[config.mk]
export PLATFORM = sky130hd
export DESIGN_NAME = reg_bank_rtc_sequencer
export DESIGN_NICKNAME = d
export VERILOG_FILES = /design/src/rtl/reg_bank_rtc_sequencer.sv
export SDC_FILE = /design/constraint.sdc
export NUM_CORES = 1
export LEC_CHECK = 0
export BUFFER_PORTS_ARGS = -buffer_cell sky130_fd_sc_hd__buf_2
export CAP_MARGIN = 15
export CORE_ASPECT_RATIO = 1.5
export CORE_MARGIN = 8
export CORE_UTILIZATION = 50
export CTS_BUF_LIST = sky130_fd_sc_hd__clkbuf_4 sky130_fd_sc_hd__clkbuf_8
export DETAILED_ROUTE_END_ITERATION = 10
export GPL_TIMING_DRIVEN = 0
export PLACE_DENSITY_LB_ADDON = 0.2
export SLEW_MARGIN = 20
export SYNTH_ARGS = -nofsm -noshare
export SYNTH_HDL_FRONTEND = slang
export SYNTH_SLANG_ARGS = --single-unit
[constraint.sdc]
create_clock -name clk -period 2 [get_ports clk]
set_clock_uncertainty 0.1 [all_clocks]
set_input_delay 0.2 -clock clk [delete_from_list [all_inputs] [get_ports clk]]
set_output_delay 0.2 -clock clk [all_outputs]
set_load 0.02 [all_outputs]
[src/rtl/reg_bank_rtc_sequencer.sv]
// Register-bank to RTC write sequencer: strobes each bank entry from the input mux,
// then hands its index to the RTC bus over req/ack with a per-transfer timeout.
module reg_bank_rtc_sequencer #(
  parameter int N_REGS  = 9,
  parameter int SEL_W   = 4,
  parameter int TIMEOUT = 255
) (
  input  logic             clk,
  input  logic             reset,
  input  logic             Start,
  output logic [SEL_W-1:0] Selector,
  output logic             Reg_WE,
  output logic             RTC_Req,
  output logic [7:0]       RTC_Addr,
  input  logic             RTC_Ack,
  output logic             Busy,
  output logic             Done,
  output logic             Error
);

  typedef enum logic [2:0] {
    S_IDLE, S_LOAD, S_SETTLE, S_REQ, S_DONE, S_ABORT
  } state_t;

  localparam logic [SEL_W-1:0] LAST  = SEL_W'(N_REGS - 1);
  localparam logic [7:0]       TO_M1 = 8'(TIMEOUT - 1);

  state_t           r_state, w_state_nxt;
  logic [SEL_W-1:0] r_idx, w_idx_nxt;
  logic [7:0]       r_cnt, w_cnt_nxt;
  logic             w_start_acc, w_active;

  function automatic logic [7:0] f_map(input logic [SEL_W-1:0] idx);
    case (int'(idx))
      0:       f_map = 8'h21;
      1:       f_map = 8'h22;
      2:       f_map = 8'h23;
      3:       f_map = 8'h24;
      4:       f_map = 8'h25;
      5:       f_map = 8'h26;
      6:       f_map = 8'h41;
      7:       f_map = 8'h42;
      8:       f_map = 8'h43;
      default: f_map = 8'h00;
    endcase
  endfunction

  assign w_start_acc = (r_state == S_IDLE) && Start;
  assign w_active    = (w_state_nxt == S_LOAD) || (w_state_nxt == S_SETTLE) ||
                       (w_state_nxt == S_REQ);

  // REQ lasts at most TIMEOUT cycles; an ack on the last of them still wins.
  always_comb begin
    w_state_nxt = r_state;
    w_idx_nxt   = r_idx;
    w_cnt_nxt   = r_cnt;
    unique case (r_state)
      S_IDLE: if (Start) begin
        w_state_nxt = S_LOAD;
        w_idx_nxt   = '0;
        w_cnt_nxt   = '0;
      end
      S_LOAD:   w_state_nxt = S_SETTLE;
      S_SETTLE: w_state_nxt = S_REQ;
      S_REQ: begin
        if (RTC_Ack) begin
          w_cnt_nxt = '0;
          if (r_idx == LAST) w_state_nxt = S_DONE;
          else begin
            w_idx_nxt   = r_idx + 1'b1;
            w_state_nxt = S_LOAD;
          end
        end else if (r_cnt == TO_M1) begin
          w_cnt_nxt   = '0;
          w_state_nxt = S_ABORT;
        end else begin
          w_cnt_nxt = r_cnt + 1'b1;
        end
      end
      S_DONE, S_ABORT: begin
        w_state_nxt = S_IDLE;
        w_idx_nxt   = '0;
      end
      default: w_state_nxt = S_IDLE;
    endcase
  end

  // Outputs are registered decodes of the next state, so they line up with the state.
  always_ff @(posedge clk or negedge reset) begin
    if (!reset) begin
      r_state  <= S_IDLE;
      r_idx    <= '0;
      r_cnt    <= '0;
      Selector <= '0;
      Reg_WE   <= 1'b0;
      RTC_Req  <= 1'b0;
      RTC_Addr <= 8'h00;
      Busy     <= 1'b0;
      Done     <= 1'b0;
      Error    <= 1'b0;
    end else begin
      r_state  <= w_state_nxt;
      r_idx    <= w_idx_nxt;
      r_cnt    <= w_cnt_nxt;
      Selector <= w_active ? w_idx_nxt : '0;
      Reg_WE   <= (w_state_nxt == S_LOAD);
      RTC_Req  <= (w_state_nxt == S_REQ);
      Busy     <= w_active;
      Done     <= (w_state_nxt == S_DONE);
      if (w_state_nxt == S_SETTLE) RTC_Addr <= f_map(w_idx_nxt);
      if (w_start_acc)                    Error <= 1'b0;
      else if (w_state_nxt == S_ABORT)    Error <= 1'b1;
    end
  end

endmodule

---- After elaboration in Yosys (flattened, before gate mapping) ----
Memories as Yosys holds them, arrays and structs flattened. A register that Yosys moved wholly into a read port is not among the register bits.
Index checks and enable logic that the tools add are counted.
storage, ports and cells
  word-level logic and storage cells ...... 51
  memories ................................ 1
  memory bits (read-only) ................. 80
  output and inout port bits .............. 17
  bits in registers ....................... 32
memory list
  memory           words  bits a word  rd ports  clocked after memory_dff  wr ports  line  text
  (no name shown)  16     5            1         1                         0         34    case (int'(idx))
operators by class
  muxes and demuxes ....................... 16
  equality and inequality tests ........... 13
  reductions and logical operators ........ 9
  add/sub/neg operators ................... 2
operators with widths
  cell                                           count
  two-way mux 8 bit                              3
  two-way mux 4 bit                              4
  case mux 8 bit (2 select lines)                1
  == test 3 x 2 -> 1 bit, second input constant  4
  == test 3 bit, second input constant           4
  two-way mux 3 bit                              4
  case mux 3 bit (4 select lines)                1
  case mux 4 bit (3 select lines)                1
  adder 8 x 1 -> 8 bit, second input constant    1
  == test 8 bit, second input constant           1
  == test 3 x 1 -> 1 bit, second input constant  2
  adder 4 x 1 -> 4 bit, second input constant    1
  == test 4 bit, second input constant           1
  nonzero test 2 bit                             2
  zero test 3 bit                                1
  logical OR 1 bit                               2
  two-way mux 1 bit                              2
  != test 2 bit, second input constant           1
  AND reduction 2 bit                            1
  OR reduction 2 bit                             1
  logical AND 1 bit                              1
  zero test 1 bit                                1

---- Longest topological paths before layout ----
Gate-level depths: netlist of run 1.
  depth after elaboration ................. 8
  depth in mapped cells ................... 9
  gate-level depth less buffers ........... 9

---- Worst setup path after synthesis of run 1 ----
Ideal clock, no wire load.
  path kind ............................... register to register
  start point ............................. reg r_state[0]
  end point ............................... reg RTC_Addr[2]
  cell stages (with the launch flop) ...... 9
  library setup time ...................... 0.121 ns
  arrival time ............................ 1.961 ns
  required time ........................... 1.779 ns
  slack ................................... -0.182 ns
  path through ............................ dfrtp_1 > buf_4 > or3b_1 > o211ai_1 > mux2_2 > inv_1 > ha_1 > mux2_4 > a22o_1
on the way
  elaborated cells between the ends (all ways) .. 13
  those cells by class .................... eq/ne (6); mux (5); reduce/logical (2)
RTL lines
  item                               line  text
  from (decl)                        28    state_t r_state, w_state_nxt;
  from (signal assigned)             102   r_state <= w_state_nxt;
  == test 3 bit                      57    unique case (r_state)
  OR reduction 2 bit                 57
  case mux 4 bit (3 select lines) *  57
  via w_idx_nxt[0]                   29    logic [SEL_W-1:0] r_idx, w_idx_nxt;
  to (decl)                          14    output logic [7:0] RTC_Addr,
The timed path passes the listed nets; every way through them passes the cells marked *.
A chain may end at the register's enable or synchronous reset.

---- Worst setup path in the final report of run 1 ----
  start point ............................. reg r_state[1]
  end point ............................... reg RTC_Addr[2]
Same word-level chain as after synthesis.

==> flow_metrics.env, run 1 <==
export IMPL_outcome="finished with violations"
export IMPL_synth_warnings=0
export IMPL_dieHeight_um=84.9
export IMPL_setup_violations_final=1
export IMPL_antenna_found_initial=0
export IMPL_path_cells="or3b_4 -> o211ai_1 -> mux2_4 -> inv_4 -> ha_4 -> mux2_4 -> a22o_1"
export IMPL_ir_drop_mv=0.846
export IMPL_synth_area_per_cell_um2=9.70
export IMPL_crit_top_cell="mux2_4"
export IMPL_dp_hpwl_um=2530
export IMPL_whs_ns=0.229
export IMPL_tightest_slew_ns=0.665
export IMPL_cp_required_ns=2.07
export IMPL_firstDrtPassIters=4
export IMPL_io_pins=21
export IMPL_num_vias=1327
export IMPL_cts_made_buffers=5
export IMPL_critPathKind="reg -> reg"
export IMPL_totalWireLength_um=3720
export IMPL_netlist_area_mm2=0.00158
export IMPL_row_count=25
export IMPL_dieArea_mm2=0.00526
export IMPL_cts_clk_slew_worst_paths_ns=0.06
export IMPL_final_common_cell="dfrtp_1"
export IMPL_crit_path_max_fanout=7
export IMPL_synthCells=163
export IMPL_synth_seq_area_share_pct=45.9
export IMPL_fin_crit_ns=2.11
export IMPL_finalHoldViolCount=0
export IMPL_relSlewSlack_pct=55.7
export IMPL_grt_max_degree=30
export IMPL_cts_sinks=29
export IMPL_instances_no_fill=240
export IMPL_tritoncts="done"
export IMPL_drc=0
export IMPL_synth_distinct_cells=49
export IMPL_layout_nets=209
export IMPL_power_density_mw_per_mm2=1560
export IMPL_vias_per_cell=5.53
export IMPL_fillers=252
export IMPL_antennaDiodeCount=0
export IMPL_synth_async_reset_ratio_pct=100
export IMPL_crit_slowest_cell="dfrtp_1"
export IMPL_violations="negative setup slack"
export IMPL_clk_path_buf_depth=2
export IMPL_multiInputGateArea_um2=818
export IMPL_p_leak_nw=0.896
export IMPL_fp_dieW_um=61.9
export IMPL_root_buffer="clkbuf_8"
export IMPL_start_util_pct=51.1
export IMPL_slowest_delay_ns=0.45
export IMPL_ant_nets=0
export IMPL_grt_pass1_vias=1315
export IMPL_drive_gt1_share_pct=37.5
export IMPL_layout_common_cells="dfrtp_1 (27), buf_2 (19), nand2_1 (19), nor2_1 (16), buf_4 (12)"
export IMPL_post_place_ws_ns=-0.149
export IMPL_gp_congestion=0.845
export IMPL_grt_pass1_wl_um=5920
export IMPL_layout_setup_ws_ns=-0.112
export IMPL_ys_top_cells_by_area="dfrtp_1 (46%), ha_1 (4.7%), nand2_1 (4.7%)"
export IMPL_fmax_mhz=473
export IMPL_hold_path_class="in -> reg"
export IMPL_rsz0062_at_grt="true"
export IMPL_io_buffer_count=17
export IMPL_synth_top_cell_area_share_pct=45.9
export IMPL_critPathArrivalTime_ns=2.18
export IMPL_timing_final_crit_share_pct=106
export IMPL_drv_slew=0
export IMPL_synth_edf_count=0
export IMPL_synth_top_area_cell="dfrtp_1"
export IMPL_ys_flop_type="dfrtp_1"
export IMPL_drv_cap=0
export IMPL_placedCellCount=222
export IMPL_first_iter_violations=68
export IMPL_endpoint_kind="flop"
export IMPL_ys_seq_elements=29
export IMPL_seqCellArea_um2=728
export IMPL_grt_overflow_total=0
export IMPL_area_growth_pct=24.5
export IMPL_htreeDepth=2
export IMPL_insertion_delay_ns=0.28
export IMPL_wl_per_cell_um=15.5
export IMPL_core_mm2=0.00310
export IMPL_critPathLaunchType="flop"
export IMPL_grt_use_total_pct=15.3
logic make-up after synthesis:
family                     count (synthesis)  share of synthesized area (%)
and+or+nand+nor                           65                           21.4
AOI/OAI and AO/OA                         37                           17.7
DFF                                       29                           45.9
buffers and inverters                     21                           7.12
adders and majority gates                  6                           4.75
muxes                                      3                           2.29
other                                      1                          0.237
xor gates and xnor gates                   1                          0.554
power by group:
part | internal, mW | switching [mW] | leakage [nW]
combinational | 0.707 | 0.956 | 0.478
clock | 0.287 | 0.209 | 0.0498
sequential | 0.791 | 0.131 | 0.368
final cells by class:
cell class | instances | share of cell area [%]
buffer | 8 | 3.37
clock buffer | 8 | 4.64
inverter | 13 | 2.67
multi-input combinational | 115 | 41.6
sequential | 29 | 37.0
tap | 40 | 2.54
timing repair buffer | 27 | 8.26
state kept, by name, summed over array words and instances (netlist names):
register  count
Busy          1
Selector      4
r_cnt         8
RTC_Addr      5
r_idx         4
Done          1
RTC_Req       1
Reg_WE        1
Error         1
r_state       3
stage by stage:
stage          util [%]  cell area, um2  setup TNS (ns)  power (mW)
2_1_floorplan         -            1600         -0.0399        1.94
5_1_grt            63.6            1970          -0.220        3.32
3_5_place_dp       56.1            1740          -0.292        2.30
4_1_cts            61.1            1890         -0.0853        2.91
6_report           63.6            1970          -0.112        3.08
3_3_place_gp       56.1            1740          -0.234        2.24
worst paths after layout:
kind	start	end	slack, ns	cells past startpoint
min in group asynchronous	reset	RTC_Req	0.39	2
min	RTC_Ack	r_state[2]	0.23	3
max in group asynchronous	reset	r_idx[0]	0.94	2
max	r_state[1]	RTC_Addr[2]	-0.11	7
max reg2reg	r_state[1]	RTC_Addr[2]	-0.11	7
min reg2reg	RTC_Addr[1]	RTC_Addr[1]	0.39	2
worst max-delay path: cells and delay by family (launching register included):
family / cells / cell delay (ns)
mux: 2 / 0.52
compound gates: 2 / 0.32
buf+inv: 1 / 0.05
flops: 1 / 0.45
simple gates: 1 / 0.43
fa+ha+maj: 1 / 0.14
layer usage:
layer  GRT usage, %  part of all wire [%]  up-vias
met2           27.9                    58       40
met5              0                     0        -
met4           7.50                   2.3        0
li1               -                     -      631
met1           13.7                    36      648
met3           5.45                   4.6        8
what timing repair did:
item | 4_1_cts | 5_1_grt
hold buffers | 1 | 0
endpoints found under the setup margin | 3 | 14
setup buffers | 6 | 3
resized for setup | 5 | 9
endpoints found under the hold margin | 29 | 0
pin swaps | 1 | 4
cloned | 0 | 0
synth_stat cells (all sizes together) (3+ instances only):
library cell / n
a21oi: 7
a31oi: 5
buf: 8
dfrtp: 29
ha: 6
inv: 12
nand2: 20
nand3: 6
nor2: 20
o21ai: 10
o22ai: 3
or3: 4
No activity file was read; power rests on OpenSTA's default activity.
==> run 2: changes to the inputs <==
--- a/config.mk
+++ b/config.mk
@@ -5,6 +5,7 @@
 export SDC_FILE = /design/constraint.sdc
 export NUM_CORES = 1
 export LEC_CHECK = 0
+export ABC_AREA = 1
 export BUFFER_PORTS_ARGS = -buffer_cell sky130_fd_sc_hd__buf_2
 export CAP_MARGIN = 15
 export CORE_ASPECT_RATIO = 1.5
@@ -14,6 +15,7 @@
 export DETAILED_ROUTE_END_ITERATION = 10
 export GPL_TIMING_DRIVEN = 0
 export PLACE_DENSITY_LB_ADDON = 0.2
+export RECOVER_POWER = 25
 export SLEW_MARGIN = 20
 export SYNTH_ARGS = -nofsm -noshare
 export SYNTH_HDL_FRONTEND = slang
==> run 2 against run 1 <==
- the flow now finishes without violations
- first-iteration DRC count is 44% lower
- wire length is 4.0% lower
- synthesized cell count increased by 15%
- global-route usage fell by 1.0 points
- register-to-register slack improved by 0.22 ns
- critical path type unchanged
- largest cell class unchanged
==> flow_metrics.env, run 2 <==
export IMPL_outcome="completed"
export IMPL_root_buffer="clkbuf_8"
export IMPL_post_place_ws_ns=-0.162
export IMPL_first_iter_violations=38
export IMPL_dieArea_mm2=0.00523
export IMPL_firstDrtPassIters=4
export IMPL_power_density_mw_per_mm2=1550
export IMPL_synth_seq_area_share_pct=46.1
export IMPL_ys_seq_elements=29
export IMPL_gp_congestion=0.786
export IMPL_wl_per_cell_um=13.4
export IMPL_area_growth_pct=26.8
export IMPL_vias_per_cell=4.99
export IMPL_wl_met2_um=2140
export IMPL_antennaDiodeCount=0
export IMPL_grt_pass1_wl_um=5600
export IMPL_grt_overflow_total=0
export IMPL_grt_max_degree=30
export IMPL_cts_clk_slew_worst_paths_ns=0.06
export IMPL_totalWireLength_um=3570
export IMPL_grt_use_total_pct=14.3
export IMPL_netlist_area_mm2=0.00157
export IMPL_p_leak_nw=1.06
export IMPL_r2r_setup_slack_ns=0.11
export IMPL_drt_met1_wl_um=1220
export IMPL_drc=0
export IMPL_cts_sinks=29
export IMPL_antenna_found_initial=0
export IMPL_finalHoldViolCount=0
export IMPL_clk_path_buf_depth=2
export IMPL_synth_top_area_cell="dfrtp_1"
export IMPL_critPathKind="reg -> reg"
export IMPL_core_mm2=0.00307
export IMPL_fp_dieW_um=61.8
export IMPL_tritoncts="done"
export IMPL_fin_tns_setup_ns=0
export IMPL_hold_path_class="in -> reg"
export IMPL_seqCellArea_um2=728
export IMPL_layout_common_cells="nand2_1 (42), dfrtp_1 (27), inv_1 (19), nor2_1 (16)"
export IMPL_synth_distinct_cells=32
export IMPL_io_pins=21
export IMPL_cts_made_buffers=5
export IMPL_crit_path_max_fanout=4
export IMPL_critPathArrivalTime_ns=1.97
export IMPL_instances_no_fill=267
export IMPL_largest_reg_flops=8
export IMPL_post_synth_top_count_cell="nand2_1"
export IMPL_top_regs="r_cnt: 8 flops, RTC_Addr: 5 flops"
export IMPL_ys_flop_type="dfrtp_1"
export IMPL_dp_hpwl_um=2550
export IMPL_ir_drop_mv=0.907
export IMPL_fmax_mhz=530
export IMPL_row_count=25
export IMPL_insertion_delay_ns=0.28
export IMPL_synth_async_reset_ratio_pct=100
export IMPL_num_vias=1332
export IMPL_drv_slew=0
export IMPL_endpoint_kind="flop"
export IMPL_fin_crit_ns=1.89
export IMPL_path_buf_inv=2
export IMPL_regMostFlops="r_cnt"
export IMPL_netlist_top_cells_count="nand2_1 (47), dfrtp_1 (29), inv_1 (23)"
export IMPL_final_common_cell="nand2_1"
export IMPL_tightest_slew_ns=0.713
export IMPL_setup_violations_final=0
export IMPL_slowest_delay_ns=0.40
export IMPL_fillers=290
export IMPL_synth_area_per_cell_um2=8.37
export IMPL_start_util_pct=51.3
export IMPL_critPathLaunchType="flop"
export IMPL_drive_gt1_share_pct=35.2
export IMPL_synth_edf_count=0
export IMPL_io_buffer_count=16
export IMPL_grt_pass1_vias=1348
export IMPL_synthCells=188
export IMPL_synth_top_cell_area_share_pct=46.1
export IMPL_top_layer_used="met4"
export IMPL_layout_setup_ws_ns=0.112
export IMPL_relSlewSlack_pct=52.4
export IMPL_dieHeight_um=84.7
export IMPL_cp_required_ns=2.08
export IMPL_ant_nets=0
export IMPL_timing_final_crit_share_pct=94.4
export IMPL_placedCellCount=246
export IMPL_crit_slowest_cell="dfrtp_1"
export IMPL_path_cells="inv_2 -> ha_4 -> nand3_4 -> nand2_1 -> nand2_1 -> nand3_2 -> nand2_2 -> inv_1 -> ha_4 -> nand3b_1 -> nand2_1 -> nor2_1 -> nor2_1 -> nor2_1"
export IMPL_final_core_util_pct=65.1
export IMPL_drv_cap=0
export IMPL_route_met3_wl_um=118
export IMPL_synth_warnings=0
export IMPL_ys_top_cells_by_area="dfrtp_1 (46%), nand2_1 (11%), nand3_1 (5.7%)"
export IMPL_htreeDepth=2
export IMPL_multiInputGateArea_um2=771
export IMPL_layout_nets=236
export IMPL_crit_family="simple AND/OR/NAND/NOR gates"
==> run 2: layer usage <==
metal / up-vias / global-route usage [%]
li1: 656 / -
met2: 23 / 26.5
met3: 11 / 4.28
met1: 642 / 12.9
met4: 0 / 6.88
met5: - / 0
==> run 2: final cells by class <==
class,count,area share [%]
flip-flops and latches,29,36.5
clock inverters,1,1.51
inverters,30,6.09
well taps,40,2.51
plain buffers,4,1.38
repair buffers,29,8.85
multi-input cells,127,38.6
clock buffers,7,4.52
==> run 2: cell families (layout without fill, tap and decap cells) <==
| logic type | Yosys count | in the layout | synth area share [%] |
|---|---|---|---|
| flip-flops | 29 | 29 | 46.1 |
| XOR/XNOR | 1 | 1 | 0.557 |
| other | 1 | 3 | 0.238 |
| adder cells (fa/ha/maj) | 6 | 6 | 4.77 |
| buffers and inverters | 34 | 71 | 9.15 |
| AND/OR/NAND/NOR | 106 | 106 | 35.1 |
| AO/OA/AOI/OAI | 11 | 11 | 4.06 |
==> run 2: power by group <==
group | internal (mW) | leakage, nW | switching [mW]
registers | 0.764 | 0.379 | 0.122
logic | 0.588 | 0.615 | 0.970
clock network | 0.419 | 0.0619 | 0.223
==> run 2: final timing paths <==
kind,depth (start not counted),end,start
setup / recovery,14,RTC_Addr[1],r_idx[1]
hold / removal,3,r_idx[1],RTC_Ack
setup reg to reg,14,RTC_Addr[1],r_idx[1]
hold reg to reg,2,RTC_Addr[5],RTC_Addr[5]
max in group asynchronous,2,r_state[1],reset
min in group asynchronous,2,r_cnt[0],reset
==> run 2: stage by stage <==
step	power [mW]	hold slack, ns	area [um2]
after floorplan	1.82	-0.196	1580
after global placement	2.10	0.152	1710
after detailed placement	2.15	0.169	1710
after CTS	2.88	0.245	1880
after global routing	3.32	0.288	1990
final	3.09	0.271	1990
==> run 2: repair_timing <==
action | CTS | global route
setup buffers | 3 | 9
gates resized for setup | 8 | 12
endpoints found under the hold margin | 29 | 0
hold buffers | 1 | 0
pin swaps | 1 | 6
gates cloned | 0 | 0
setup endpoints to repair | 3 | 2
==> run 2: worst reg2reg max path: cells and delay by family, from the launching register on <==
kind / cells / cell delay (ns)
fa+ha+maj: 2 / 0.36
flops: 1 / 0.40
simple gates: 10 / 0.73
buf+inv: 2 / 0.20
